## src/rtl/trap_sequencer_if.sv

```systemverilog
// Trap sequencer bus: exception/xRET requests in, CSR write strobes and fetch redirect out.
// Handshake: a request (exception or mret/sret_commit) is accepted only while busy=0; the upstream holds while busy=1.
interface trap_sequencer_if #(parameter int XLEN = 32);
  logic            exception;
  logic [4:0]      exception_code;
  logic [XLEN-1:0] exception_pc;
  logic [XLEN-1:0] exception_val;
  logic            mret_commit;
  logic            sret_commit;
  logic [XLEN-1:0] medeleg;
  logic [XLEN-1:0] mstatus_i;
  logic [XLEN-1:0] mtvec;
  logic [XLEN-1:0] stvec;
  logic [XLEN-1:0] mepc;
  logic [XLEN-1:0] sepc;
  logic [1:0]      priv_o;
  logic            busy;
  logic            flush;
  logic            redirect_valid;
  logic [XLEN-1:0] redirect_pc;
  logic            csr_trap_we;
  logic            csr_trap_s;
  logic [XLEN-1:0] csr_epc;
  logic [XLEN-1:0] csr_tval;
  logic [XLEN-1:0] csr_cause;
  logic            mstatus_we;
  logic [XLEN-1:0] mstatus_o;

  modport master (
    output exception, exception_code, exception_pc, exception_val,
    output mret_commit, sret_commit, medeleg, mstatus_i, mtvec, stvec, mepc, sepc,
    input  priv_o, busy, flush, redirect_valid, redirect_pc, csr_trap_we, csr_trap_s,
    input  csr_epc, csr_tval, csr_cause, mstatus_we, mstatus_o
  );

  modport slave (
    input  exception, exception_code, exception_pc, exception_val,
    input  mret_commit, sret_commit, medeleg, mstatus_i, mtvec, stvec, mepc, sepc,
    output priv_o, busy, flush, redirect_valid, redirect_pc, csr_trap_we, csr_trap_s,
    output csr_epc, csr_tval, csr_cause, mstatus_we, mstatus_o
  );
endinterface

```

## src/rtl/trap_sequencer.sv

```systemverilog
// Sequences trap entry and xRET: resolves M/S delegation, emits CSR/mstatus writes,
// owns the privilege register and flushes/redirects fetch.
module trap_sequencer #(
  parameter int XLEN = 32
) (
  input  logic                  clk,
  input  logic                  reset_n,
  trap_sequencer_if.slave       bus,
  output logic [1:0]            dbg_state_o
);

  typedef enum logic [1:0] {
    S_IDLE        = 2'd0,
    S_TRAP_COMMIT = 2'd1,
    S_RET_COMMIT  = 2'd2,
    S_REDIRECT    = 2'd3
  } state_e;

  localparam logic [1:0] PRIV_U = 2'b00;
  localparam logic [1:0] PRIV_S = 2'b01;
  localparam logic [1:0] PRIV_M = 2'b11;

  state_e          state_q, state_d;
  logic [1:0]      priv_q, priv_d;
  logic [4:0]      code_q;
  logic [XLEN-1:0] pc_q, val_q;
  logic            to_s_q, mret_q;
  logic [XLEN-1:0] target_q, target_d;
  logic            latch_exc, latch_ret;

  logic [1:0]      mpp_eff;
  logic [XLEN-1:0] trap_mstatus, ret_mstatus;
  logic [1:0]      ret_priv;

  // State register
  always_ff @(posedge clk) begin
    if (!reset_n) begin
      state_q  <= S_IDLE;
      priv_q   <= PRIV_M;
      code_q   <= '0;
      pc_q     <= '0;
      val_q    <= '0;
      to_s_q   <= 1'b0;
      mret_q   <= 1'b0;
      target_q <= '0;
    end else begin
      state_q  <= state_d;
      priv_q   <= priv_d;
      target_q <= target_d;
      if (latch_exc) begin
        code_q <= bus.exception_code;
        pc_q   <= bus.exception_pc;
        val_q  <= bus.exception_val;
        to_s_q <= (priv_q != PRIV_M) && bus.medeleg[bus.exception_code];
      end
      if (latch_ret) begin
        mret_q <= bus.mret_commit;
      end
    end
  end

  // Next-state logic
  always_comb begin
    state_d   = state_q;
    latch_exc = 1'b0;
    latch_ret = 1'b0;
    case (state_q)
      S_IDLE: begin
        if (bus.exception) begin
          state_d   = S_TRAP_COMMIT;
          latch_exc = 1'b1;
        end else if (bus.mret_commit || bus.sret_commit) begin
          state_d   = S_RET_COMMIT;
          latch_ret = 1'b1;
        end
      end
      S_TRAP_COMMIT: state_d = S_REDIRECT;
      S_RET_COMMIT:  state_d = S_REDIRECT;
      default:       state_d = S_IDLE;
    endcase
  end

  // New mstatus / privilege for trap entry and xRET; reserved MPP=10 returns to U
  always_comb begin
    mpp_eff      = (bus.mstatus_i[12:11] == 2'b10) ? PRIV_U : bus.mstatus_i[12:11];
    trap_mstatus = bus.mstatus_i;
    ret_mstatus  = bus.mstatus_i;
    ret_priv     = PRIV_U;
    if (to_s_q) begin
      trap_mstatus[5] = bus.mstatus_i[1];
      trap_mstatus[1] = 1'b0;
      trap_mstatus[8] = priv_q[0];
    end else begin
      trap_mstatus[7]     = bus.mstatus_i[3];
      trap_mstatus[3]     = 1'b0;
      trap_mstatus[12:11] = priv_q;
    end
    if (mret_q) begin
      ret_priv           = mpp_eff;
      ret_mstatus[3]     = bus.mstatus_i[7];
      ret_mstatus[7]     = 1'b1;
      ret_mstatus[12:11] = PRIV_U;
      if (mpp_eff != PRIV_M) ret_mstatus[17] = 1'b0;
    end else begin
      ret_priv        = {1'b0, bus.mstatus_i[8]};
      ret_mstatus[1]  = bus.mstatus_i[5];
      ret_mstatus[5]  = 1'b1;
      ret_mstatus[8]  = 1'b0;
      ret_mstatus[17] = 1'b0;
    end
  end

  always_comb begin
    priv_d   = priv_q;
    target_d = target_q;
    case (state_q)
      S_TRAP_COMMIT: begin
        priv_d   = to_s_q ? PRIV_S : PRIV_M;
        target_d = (to_s_q ? bus.stvec : bus.mtvec) & ~XLEN'(3);
      end
      S_RET_COMMIT: begin
        priv_d   = ret_priv;
        target_d = (mret_q ? bus.mepc : bus.sepc) & ~XLEN'(1);
      end
      default: ;
    endcase
  end

  // Outputs; forced quiet while reset_n is low so an aborted sequence emits nothing
  always_comb begin
    bus.priv_o         = reset_n ? priv_q : PRIV_M;
    bus.busy           = 1'b0;
    bus.flush          = 1'b0;
    bus.redirect_valid = 1'b0;
    bus.redirect_pc    = '0;
    bus.csr_trap_we    = 1'b0;
    bus.csr_trap_s     = 1'b0;
    bus.csr_epc        = '0;
    bus.csr_tval       = '0;
    bus.csr_cause      = '0;
    bus.mstatus_we     = 1'b0;
    bus.mstatus_o      = '0;
    dbg_state_o        = reset_n ? state_q : S_IDLE;
    if (reset_n) begin
      bus.busy = (state_q != S_IDLE);
      case (state_q)
        S_TRAP_COMMIT: begin
          bus.flush       = 1'b1;
          bus.csr_trap_we = 1'b1;
          bus.csr_trap_s  = to_s_q;
          bus.csr_epc     = pc_q;
          bus.csr_tval    = val_q;
          bus.csr_cause   = {{(XLEN-5){1'b0}}, code_q};
          bus.mstatus_we  = 1'b1;
          bus.mstatus_o   = trap_mstatus;
        end
        S_RET_COMMIT: begin
          bus.flush      = 1'b1;
          bus.mstatus_we = 1'b1;
          bus.mstatus_o  = ret_mstatus;
        end
        S_REDIRECT: begin
          bus.redirect_valid = 1'b1;
          bus.redirect_pc    = target_q;
        end
        default: ;
      endcase
    end
  end

endmodule
```

## src/flat_wrapper.sv

```systemverilog
// flat-port wrapper written by rule: the top's interface ports become plain ports
module trap_sequencer_flat 
#(
  parameter int XLEN = 32
)
  (clk, reset_n, dbg_state_o, bus_exception, bus_exception_code, bus_exception_pc, bus_exception_val, bus_mret_commit, bus_sret_commit, bus_medeleg, bus_mstatus_i, bus_mtvec, bus_stvec, bus_mepc, bus_sepc, bus_priv_o, bus_busy, bus_flush, bus_redirect_valid, bus_redirect_pc, bus_csr_trap_we, bus_csr_trap_s, bus_csr_epc, bus_csr_tval, bus_csr_cause, bus_mstatus_we, bus_mstatus_o);
  trap_sequencer_if #(.XLEN(XLEN)) bus_i ();
  input  logic clk;
  input  logic reset_n;
  output logic [1:0] dbg_state_o;
  input wire logic [$bits(bus_i.exception)-1:0] bus_exception;
  input wire logic [$bits(bus_i.exception_code)-1:0] bus_exception_code;
  input wire logic [$bits(bus_i.exception_pc)-1:0] bus_exception_pc;
  input wire logic [$bits(bus_i.exception_val)-1:0] bus_exception_val;
  input wire logic [$bits(bus_i.mret_commit)-1:0] bus_mret_commit;
  input wire logic [$bits(bus_i.sret_commit)-1:0] bus_sret_commit;
  input wire logic [$bits(bus_i.medeleg)-1:0] bus_medeleg;
  input wire logic [$bits(bus_i.mstatus_i)-1:0] bus_mstatus_i;
  input wire logic [$bits(bus_i.mtvec)-1:0] bus_mtvec;
  input wire logic [$bits(bus_i.stvec)-1:0] bus_stvec;
  input wire logic [$bits(bus_i.mepc)-1:0] bus_mepc;
  input wire logic [$bits(bus_i.sepc)-1:0] bus_sepc;
  output wire logic [$bits(bus_i.priv_o)-1:0] bus_priv_o;
  output wire logic [$bits(bus_i.busy)-1:0] bus_busy;
  output wire logic [$bits(bus_i.flush)-1:0] bus_flush;
  output wire logic [$bits(bus_i.redirect_valid)-1:0] bus_redirect_valid;
  output wire logic [$bits(bus_i.redirect_pc)-1:0] bus_redirect_pc;
  output wire logic [$bits(bus_i.csr_trap_we)-1:0] bus_csr_trap_we;
  output wire logic [$bits(bus_i.csr_trap_s)-1:0] bus_csr_trap_s;
  output wire logic [$bits(bus_i.csr_epc)-1:0] bus_csr_epc;
  output wire logic [$bits(bus_i.csr_tval)-1:0] bus_csr_tval;
  output wire logic [$bits(bus_i.csr_cause)-1:0] bus_csr_cause;
  output wire logic [$bits(bus_i.mstatus_we)-1:0] bus_mstatus_we;
  output wire logic [$bits(bus_i.mstatus_o)-1:0] bus_mstatus_o;
  assign bus_i.exception = bus_exception;
  assign bus_i.exception_code = bus_exception_code;
  assign bus_i.exception_pc = bus_exception_pc;
  assign bus_i.exception_val = bus_exception_val;
  assign bus_i.mret_commit = bus_mret_commit;
  assign bus_i.sret_commit = bus_sret_commit;
  assign bus_i.medeleg = bus_medeleg;
  assign bus_i.mstatus_i = bus_mstatus_i;
  assign bus_i.mtvec = bus_mtvec;
  assign bus_i.stvec = bus_stvec;
  assign bus_i.mepc = bus_mepc;
  assign bus_i.sepc = bus_sepc;
  assign bus_priv_o = bus_i.priv_o;
  assign bus_busy = bus_i.busy;
  assign bus_flush = bus_i.flush;
  assign bus_redirect_valid = bus_i.redirect_valid;
  assign bus_redirect_pc = bus_i.redirect_pc;
  assign bus_csr_trap_we = bus_i.csr_trap_we;
  assign bus_csr_trap_s = bus_i.csr_trap_s;
  assign bus_csr_epc = bus_i.csr_epc;
  assign bus_csr_tval = bus_i.csr_tval;
  assign bus_csr_cause = bus_i.csr_cause;
  assign bus_mstatus_we = bus_i.mstatus_we;
  assign bus_mstatus_o = bus_i.mstatus_o;
  trap_sequencer #(.XLEN(XLEN)) u_core (.clk(clk), .reset_n(reset_n), .bus(bus_i), .dbg_state_o(dbg_state_o));
endmodule
```

## config.mk

```make
export PLATFORM = sky130hd
export DESIGN_NAME = trap_sequencer_flat
export DESIGN_NICKNAME = d
export VERILOG_FILES = /design/src/rtl/trap_sequencer_if.sv /design/src/rtl/trap_sequencer.sv /design/src/flat_wrapper.sv
export SDC_FILE = /design/constraint.sdc
export NUM_CORES = 1
export LEC_CHECK = 0
export CAP_MARGIN = 25
export CORE_AREA = 2 2 167 169
export CTS_CLUSTER_DIAMETER = 100
export CTS_CLUSTER_SIZE = 40
export DETAILED_ROUTE_END_ITERATION = 16
export DIE_AREA = 0 0 169 171
export HOLD_SLACK_MARGIN = 0.03
export SYNTH_ARGS = -nofsm -noshare
export SYNTH_HDL_FRONTEND = slang
export SYNTH_SLANG_ARGS = --single-unit
export TNS_END_PERCENT = 100
```

## constraint.sdc

```tcl
create_clock -name clk -period 2.7 [get_ports clk]
set_input_delay 0.27 -clock clk [delete_from_list [all_inputs] [get_ports clk]]
set_output_delay 0.27 -clock clk [all_outputs]
set_load 0.02 [all_outputs]
```

[Yosys cells after proc, flatten, opt, wreduce, memory -nomap -nowiden]
Cells that the tools add are included.
Word-level totals
  memories: 0
  logic and storage cells: 74
  output and inout port bits: 170
  bits in registers: 107
  latch bits: 0
  bits in writable memories: 0
  input port bits: 266
  memory bits (read-only): 0
Operators by class
  divide/modulo/power cells: 0
  multipliers: 0
  multiplexer cells: 52
  add/sub/neg operators: 0
  $lt $le $gt $ge: 1
  reductions and logical operators: 6
  shifts and indexed selects: 0
  bitwise operators: 0
  equality and inequality tests: 7
Operators by type and width (count)
  32-bit 2-to-1 mux: 10
  32-bit case mux with 2 select lines: 2
  1-bit 2-to-1 mux: 27
  2-bit 2-to-1 mux: 9
  2-bit case mux with 2 select lines: 2
  2-bit equality test (second input constant): 3
  5-bit by 6-bit < comparator with 1-bit output (second input constant): 1
  1-bit binary-select mux with 5-bit select: 1
  5-bit 2-to-1 mux: 1
  2-bit != test (second input constant): 2
  2-bit nonzero test: 2
  3-bit by 2-bit != test with 1-bit output (second input constant): 1
  2-bit by 1-bit equality test with 1-bit output (second input constant): 1
  2-bit zero test: 1
  2-bit OR reduction: 1
  1-bit logical AND: 1
  1-bit logical OR: 1

[Logic depth before layout (Yosys ltp)]
Gate-level depths: netlist of the first run.
  depth in word-level cells: 7
  mapped depth: 8
  gate-level depth less buffers: 6

[Least setup slack after synthesis of the first run]
Ideal clock, no wire load.
  path type: register -> output
  start: register u_core.state_q[0]
  end: output bus_mstatus_o[7]
  setup slack: 0.631 ns
  data required time: 2.430 ns
  buffers on the path: 3
  arrival time: 1.799 ns
  cell stages (with the launch flop): 8
  cells stage by stage: dfxtp_1 inv_1 ha_1 clkbuf_1 clkbuf_1 buf_1 o21ai_0 a21oi_1
On the way
  longest elaborated chain between the ends: 3
  elaborated cells on any way between the ends: 4
  those cells by class: eq/ne (2); mux (2)
RTL lines
  from (decl): RTL line trap_sequencer.sv:23  | state_e state_q, state_d;
  from (signal assigned): RTL line trap_sequencer.sv:47  | state_q <= state_d;
  2-bit equality test or 2-bit by 1-bit equality test with 1-bit output (tied branches): RTL line trap_sequencer.sv:146  | case (state_q)
  32-bit case mux with 2 select lines (*): RTL line trap_sequencer.sv:146
  32-bit 2-to-1 mux (*): RTL line trap_sequencer.sv:144  | if (reset_n) begin
  to (decl): RTL line flat_wrapper.sv:34  | output wire logic [$bits(bus_i.mstatus_o)-1:0] bus_mstatus_o;
Every way passes the cells marked *; elsewhere a longest branch is shown, timed or not.

[Final worst setup path of the first run]
  start: register u_core.state_q[1]
  end: output bus_mstatus_o[8]
Same word-level chain as after synthesis.

==> flow_metrics.py, run 1 <==
metrics = {
    "critical_path": {
        "critical_path.cell_chain": "inv_1 > ha_2 > nand2_2 > nor2_1 > clkdlybuf4s50_1",
        "crit_buf_inv": 2,
        "timing.rr.start": "u_core.state_q[0]",
        "cp-start-kind": "flip-flop",
        "worst-endpoint-required_ns": 2.43,
        "worst_path_largest_cell_delay_ns": 0.66,
        "critical_path_arrival_ns": 2.28,
        "biggest_fanout_along_the_worst_timing_path": 9,
        "timing.critical_path.from": "u_core.state_q[1]",
        "timing.critical_path.max_delay_family": "buffers and inverters",
        "worstSetupEndpointType": "output pin",
        "critical_path_class": "flip-flop to output pin",
        "worst_path_max_delay_cell": "clkdlybuf4s50_1",
        "ff2ff_setup_slack_ns": 0.77,
    },
    "drt": {
        "antenna_left": 0,
        "detailedRoute.firstPassIterationCount": 4,
        "drt_iter0_markers": 286,
        "route.final.wire_length_um": 25200,
        "remaining_drc_errors": 0,
        "vias": 6843,
        "detail_routed_via_count_per_cell": 4.48,
        "drt-wirelength-per-cell_um": 16.5,
    },
    "yosys": {
        "netlist-cell-type-count": 35,
        "postSynthRegisterBits": 106,
        "synth.avg_cell_area_um2": 8.04,
        "synthArstFlopShare": 0,
        "yosys_most_used_dff": "dfxtp_1",
        "synth_enable_flop_cells": 0,
        "post_synth_instance_area_mm2": 0.00667,
        "post_synth_inst_count": 830,
        "ys_warn_count": 0,
        "ys_seq_area_frac": 0.318,
    },
    "grt": {
        "grt_max_degree": 74,
        "gr-usage-all-layers": 0.165,
        "wire_length_of_the_first_global_routing_pass_um": 38000,
        "globalRoute.totalOverflow": 0,
        "number_of_global_route_vias_before_repair": 6776,
        "number_of_antenna_violations_at_the_first_check_in_global_routing": 2,
    },
    "final_layout": {
        "drive_above_1_share": 0.0704,
        "final_cell_area_mm2": 0.0112,
        "area_delta_synth_final_pct": 67.7,
        "final.fill_count": 2777,
        "num-nets-final": 1445,
    },
    "timing": {
        "setup_viol": 0,
        "clock-skew-final_ns": 0.0112,
        "timing_hold_violations_final": 0,
        "final.min_clock_period_ns": 2.55,
        "ratio_of_final_minimum_period_to_clock_period": 0.946,
        "fin_hold_ws_ns": 0.281,
        "final-max-slew-violation-count": 0,
        "grt_setup_unrepaired": "true",
        "fmax_mhz": 391,
        "tightest_slew_ns": 0.619,
        "timing.slew.headroom": 0.581,
    },
    "floorplanning": {
        "die-area_mm2": 0.0289,
        "die-height_um": 171,
        "rows": 61,
        "dieWidth_um": 169,
        "core_area_mm2": 0.0273,
        "design.portCount": 436,
        "initial_utilization": 0.244,
    },
    "placed_design": {
        "portBuffers": 401,
        "gpl.final_weighted_congestion": 0.762,
        "post-dp-hpwl_um": 18400,
        "total_cell_area_at_the_placement_stage_mm2": 0.0109,
    },
    "clock_network": {
        "numCtsBuffers": 9,
        "cts-hold-fix-buffers": 0,
        "cts_sinks": 106,
        "tritoncts_clock_tree": "done",
        "clkSlewWorstSetupHoldPaths_ns": 0.08,
        "htree_depth": 3,
        "clk_path_buf_depth": 2,
        "cts.root.buffer_cell": "clkbuf_16",
        "clkLatencyLatePin_ns": 0.36,
    },
    "power": {
        "comb_power_share": 0.478,
        "clockPowerShare": 0.203,
        "power.static_leakage_nw": 4.47,
        "max-vdd-ir-drop_mv": 0.368,
        "power.switching_w": 0.00269,
        "power.total_w": 0.00682,
        "pwr-share-seq": 0.319,
        "cell_internal_pwr_w": 0.00413,
        "power_switching_share": 0.395,
        "power_density_mw_per_mm2": 610,
    },
    "flow_run": {
        "cap_viol_max_count": 0,
    },
    "worst_hold_path": {
        "hold_class": "input pin to flip-flop",
        "timing.hold.worst.start": "reset_n",
    },
    "status": {
        "outcome": "completed",
    },
}
==> layer usage <==
| layer | track usage | routed length [um] |
|---|---|---|
| met1 | 0.200 | 10700 |
| met2 | 0.279 | 11700 |
| met3 | 0.0664 | 2470 |
| met4 | 0.0308 | 260 |
| met5 | 0 | 0 |
==> cells in the mapped netlist (2+ instances only) <==
master / instances / share of area
mux2_2: 39 / 0.066
a22oi_1: 2 / 0.0023
nand2_1: 181 / 0.10
nor2_1: 10 / 0.0056
buf_1: 2 / 0.0011
a32oi_1: 2 / 0.0026
nand4_1: 2 / 0.0019
o31ai_1: 2 / 0.0023
ha_1: 5 / 0.0094
clkbuf_1: 74 / 0.042
mux2i_1: 38 / 0.057
a21oi_1: 7 / 0.0053
o21ai_0: 4 / 0.0030
buf_4: 29 / 0.033
nand2b_1: 32 / 0.030
buf_2: 3 / 0.0023
and3_1: 101 / 0.095
dfxtp_1: 106 / 0.32
and2_1: 32 / 0.030
a21boi_0: 99 / 0.11
inv_1: 7 / 0.0039
o211ai_1: 32 / 0.036
o22ai_1: 2 / 0.0019
mux4_1: 5 / 0.020
nor2b_1: 4 / 0.0038
==> layout make-up <==
cell class | instances | area (um2) | share of cell area
Tap cell | 346 | 433 | 0.0387
Clock inverter | 6 | 70.1 | 0.00626
Antenna cell | 2 | 5.00 | 0.000447
Timing Repair Buffer | 415 | 4170 | 0.373
Sequential cell | 106 | 2130 | 0.190
Inverter | 7 | 26.3 | 0.00235
Clock buffer | 10 | 239 | 0.0214
Multi-Input combinational cell | 635 | 4120 | 0.368
==> stage by stage <==
step           worst slack (ns)  TNS [ns]   util  instances
4_1_cts                  0.0833         0  0.409       1525
3_3_place_gp              0.215         0  0.398       1509
6_report                  0.145         0  0.409       1527
5_1_grt                 -0.0172   -0.0197  0.409       1527
2_1_floorplan             0.631         0      -        857
3_5_place_dp              0.165         0  0.398       1509
==> final timing paths <==
check / to / cells after the start
setup / recovery: bus_mstatus_o[8] / 5
hold / removal: u_core.state_q[1] / 2
setup reg to reg: u_core.target_q[10] / 6
hold reg to reg: u_core.val_q[10] / 2
==> sequential cells by signal, indices dropped and copies added (netlist names) <==
name             cells
u_core.pc_q         32
u_core.val_q        32
u_core.target_q     31
u_core.code_q        5
u_core.priv_q        2
u_core.state_q       2
u_core.mret_q        1
u_core.to_s_q        1
==> cells in the final DEF (no fill, tap or decap), types with 2 or more instances in the layout <==
| cell type | netlist | layout |
|---|---|---|
| clkdlybuf4s50_1 | 0 | 375 |
| nand2_1 | 181 | 179 |
| dfxtp_1 | 106 | 103 |
| and3_1 | 101 | 101 |
| a21boi_0 | 99 | 99 |
| mux2_2 | 39 | 39 |
| mux2i_1 | 38 | 38 |
| nand2b_1 | 32 | 32 |
| o211ai_1 | 32 | 32 |
| and2_1 | 32 | 31 |
| conb_1 | 1 | 28 |
| dlygate4sd2_1 | 0 | 24 |
| nor2_1 | 10 | 10 |
| clkbuf_16 | 0 | 9 |
| buf_4 | 29 | 8 |
| inv_1 | 7 | 7 |
| a21oi_1 | 7 | 7 |
| buf_12 | 0 | 6 |
| mux4_1 | 5 | 5 |
| nor2b_1 | 4 | 4 |
| o21ai_0 | 4 | 4 |
| dfxtp_2 | 0 | 3 |
| diode_2 | 0 | 2 |
| nand2_2 | 0 | 2 |
| nand4_1 | 2 | 2 |
| a22oi_1 | 2 | 2 |
| a32oi_1 | 2 | 2 |
| and2_2 | 1 | 2 |
| o22ai_1 | 2 | 2 |
| o31ai_1 | 2 | 2 |
| ha_2 | 0 | 2 |
| ha_1 | 5 | 2 |
| inv_6 | 0 | 2 |
| clkinv_8 | 0 | 2 |
==> kinds of logic (layout without fill, tap and decap cells) <==
kind of cell,Yosys count,in the layout,share of synthesized area
AND/OR/NAND/NOR,366,366,0.273
buffers and inverters,116,438,0.0833
multiplexers,83,83,0.146
flip-flops,106,106,0.318
adder cells (fa/ha/maj),5,5,0.00938
AO/OA/AOI/OAI,153,153,0.170
other,1,30,0.000562
==> worst reg2reg max path: stages (launching register included) <==
cell and delay, ns:
dfxtp_2 0.37, inv_1 0.09, ha_2 0.40, buf_4 0.53, nand2_1 0.19, o211ai_1 0.13
a21boi_0 0.11
==> what timing repair did <==
item                       4_1_cts  5_1_grt
buffers inserted                 0        0
pin swaps                        0        0
setup endpoints to repair       26        2
gates resized for setup         27        2
==> power groups by stage <==
stage	clock, W	combinational (W)	sequential, W
after floorplan	0	0.00210	0.00213
after global placement	0	0.00333	0.00219
after detailed placement	0	0.00334	0.00221
after CTS	0.00146	0.00333	0.00217
after global routing	0.00151	0.00363	0.00223
final	0.00139	0.00326	0.00218
(Power assumes the default switching activity.)
==> inputs of run 2 (changes only) <==
--- a/config.mk
+++ b/config.mk
@@ -12,6 +12,7 @@
 export DETAILED_ROUTE_END_ITERATION = 16
 export DIE_AREA = 0 0 169 171
 export HOLD_SLACK_MARGIN = 0.03
+export PLACE_DENSITY = 0.59
 export SYNTH_ARGS = -nofsm -noshare
 export SYNTH_HDL_FRONTEND = slang
 export SYNTH_SLANG_ARGS = --single-unit
==> run 2 against run 1 <==
Effect of this change:
- die area did not move
- clock power fell by 4%
- non-clock buffer count rose by 10
- combinational power barely moved
- fmax fell by 0.73%
==> flow_metrics.py, run 2 (synthesis results as in run 1) <==
metrics = {
    "status": {
        "outcome": "completed",
    },
    "drt": {
        "remaining_drc_errors": 0,
        "detail_routed_via_count_per_cell": 4.45,
        "drt_iter0_markers": 276,
        "vias": 6838,
        "detailedRoute.firstPassIterationCount": 4,
        "drt-wirelength-per-cell_um": 16.7,
        "antenna_left": 0,
        "route.final.wire_length_um": 25700,
    },
    "timing": {
        "setup-tns-final_ns": 0,
        "ratio_of_final_minimum_period_to_clock_period": 0.953,
        "fmax_mhz": 389,
        "timing_hold_violations_final": 0,
        "timing.slew.headroom": 0.588,
        "tightest_slew_ns": 0.609,
        "final-max-slew-violation-count": 0,
        "clock-skew-final_ns": 0.0119,
        "grt_setup_unrepaired": "false",
        "setup_viol": 0,
        "final.min_clock_period_ns": 2.57,
    },
    "clock_network": {
        "cts_sinks": 106,
        "htree_depth": 3,
        "clkLatencyLatePin_ns": 0.36,
        "cts.root.buffer_cell": "clkbuf_16",
        "clkSlewWorstSetupHoldPaths_ns": 0.09,
        "tritoncts_clock_tree": "done",
        "cts-hold-fix-buffers": 0,
        "clk_path_buf_depth": 2,
        "numCtsBuffers": 9,
    },
    "worst_hold_path": {
        "hold_class": "input pin to flip-flop",
        "timing.hold.worst.start": "reset_n",
        "min_delay_path_depth": 2,
    },
    "critical_path": {
        "cp-start-kind": "flip-flop",
        "worst-endpoint-required_ns": 2.43,
        "timing.critical_path.from": "u_core.state_q[0]",
        "critical_path_class": "flip-flop to output pin",
        "critical_path_arrival_ns": 2.30,
        "biggest_fanout_along_the_worst_timing_path": 6,
        "worstRegToRegCells": 6,
        "timing.rr.start": "u_core.state_q[0]",
        "worstSetupEndpointType": "output pin",
    },
    "floorplanning": {
        "die-height_um": 171,
        "dieWidth_um": 169,
        "initial_utilization": 0.244,
        "rows": 61,
        "core_area_mm2": 0.0273,
        "design.portCount": 436,
        "die-area_mm2": 0.0289,
    },
    "final_layout": {
        "diodes": 0,
        "layout_top_registers": "u_core.pc_q (32), u_core.val_q (32), u_core.target_q (31)",
        "final.fill_count": 2788,
        "drive_above_1_share": 0.0782,
        "layout_common_cells": "373 x clkdlybuf4s50_1, 180 x nand2_1, 102 x dfxtp_1",
        "layout_commonest_cell": "clkdlybuf4s50_1",
        "num-nets-final": 1455,
        "final_core_utilization": 0.412,
        "area_delta_synth_final_pct": 68.7,
    },
    "placed_design": {
        "gpl.final_weighted_congestion": 0.736,
        "post-dp-hpwl_um": 19200,
        "portBuffers": 401,
    },
    "power": {
        "power_density_mw_per_mm2": 604,
        "power.static_leakage_nw": 4.53,
        "max-vdd-ir-drop_mv": 0.487,
    },
    "grt": {
        "number_of_antenna_violations_at_the_first_check_in_global_routing": 0,
        "grt_max_degree": 87,
        "globalRoute.totalOverflow": 0,
        "number_of_global_route_vias_before_repair": 6657,
        "wire_length_of_the_first_global_routing_pass_um": 38000,
        "gr-usage-all-layers": 0.168,
    },
    "flow_run": {
        "cap_viol_max_count": 0,
    },
}
## run 2: cell types whose count changed in the layout (fill, tap and decap cells not counted), sizes merged
| cell | change |
|---|---|
| buf | +10 |
| dlygate4sd2 | +1 |
| clkdlybuf4s50 | -2 |
| dlymetal6s2s | +1 |
| clkinvlp | +1 |
| diode | -2 |
| clkinv | -1 |
## run 2: path summary, 6_finish.rpt
check	to	slack (ns)
setup / recovery	bus_mstatus_o[7]	0.13
hold / removal	u_core.target_q[28]	0.27
setup reg to reg	u_core.target_q[1]	0.80
hold reg to reg	u_core.val_q[28]	0.46
## run 2: repair_timing
| action | CTS | global route |
|---|---|---|
| gates resized for setup | 30 | 3 |
| buffers inserted | 0 | 0 |
| pin swaps | 0 | 0 |
| setup endpoints to repair | 26 | 3 |
| endpoints found under the hold margin | 0 | 0 |
## run 2: layer usage
layer / part of all wire / GRT usage / up-vias
met5: 0 / 0 / -
li1: - / - / 3484
met1: 0.42 / 0.203 / 3095
met4: 0.0086 / 0.0346 / 0
met2: 0.47 / 0.288 / 245
met3: 0.093 / 0.0594 / 14
## run 2: critical path, stage by stage, from the launching register on
cell and delay, ns:
dfxtp_2 0.39, inv_1 0.10, ha_2 0.34, nand2_1 0.14
buf_4 0.21, a21oi_1 0.12, clkdlybuf4s50_1 0.64
## run 2: stage by stage
stage / instance area [um2] / hold slack [ns] / worst slack, ns / instances / power (W)
2_1_floorplan: 6770 / 0.415 / 0.631 / 857 / 0.00423
3_3_place_gp: 11000 / 0.445 / 0.144 / 1519 / 0.00552
3_5_place_dp: 11000 / 0.451 / 0.112 / 1519 / 0.00556
4_1_cts: 11200 / 0.253 / 0.0384 / 1535 / 0.00692
5_1_grt: 11300 / 0.275 / 0.00731 / 1535 / 0.00733
6_report: 11300 / 0.272 / 0.126 / 1535 / 0.00680
## run 2: report_power, final
group          internal, W  leakage (nW)  switching, W
Sequential         0.00197         0.871      0.000216
Combinational      0.00149          3.52       0.00178
Clock             0.000649         0.137      0.000686
Total              0.00411          4.53       0.00269
## run 2: layout make-up
cell class	count	area, um2	area share
repair buffers	425	4260	0.378
multi-input cells	635	4120	0.366
flip-flops and latches	106	2130	0.189
well taps	346	433	0.0385
clock buffers	10	229	0.0204
clock inverters	6	56.3	0.00500
inverters	7	26.3	0.00234
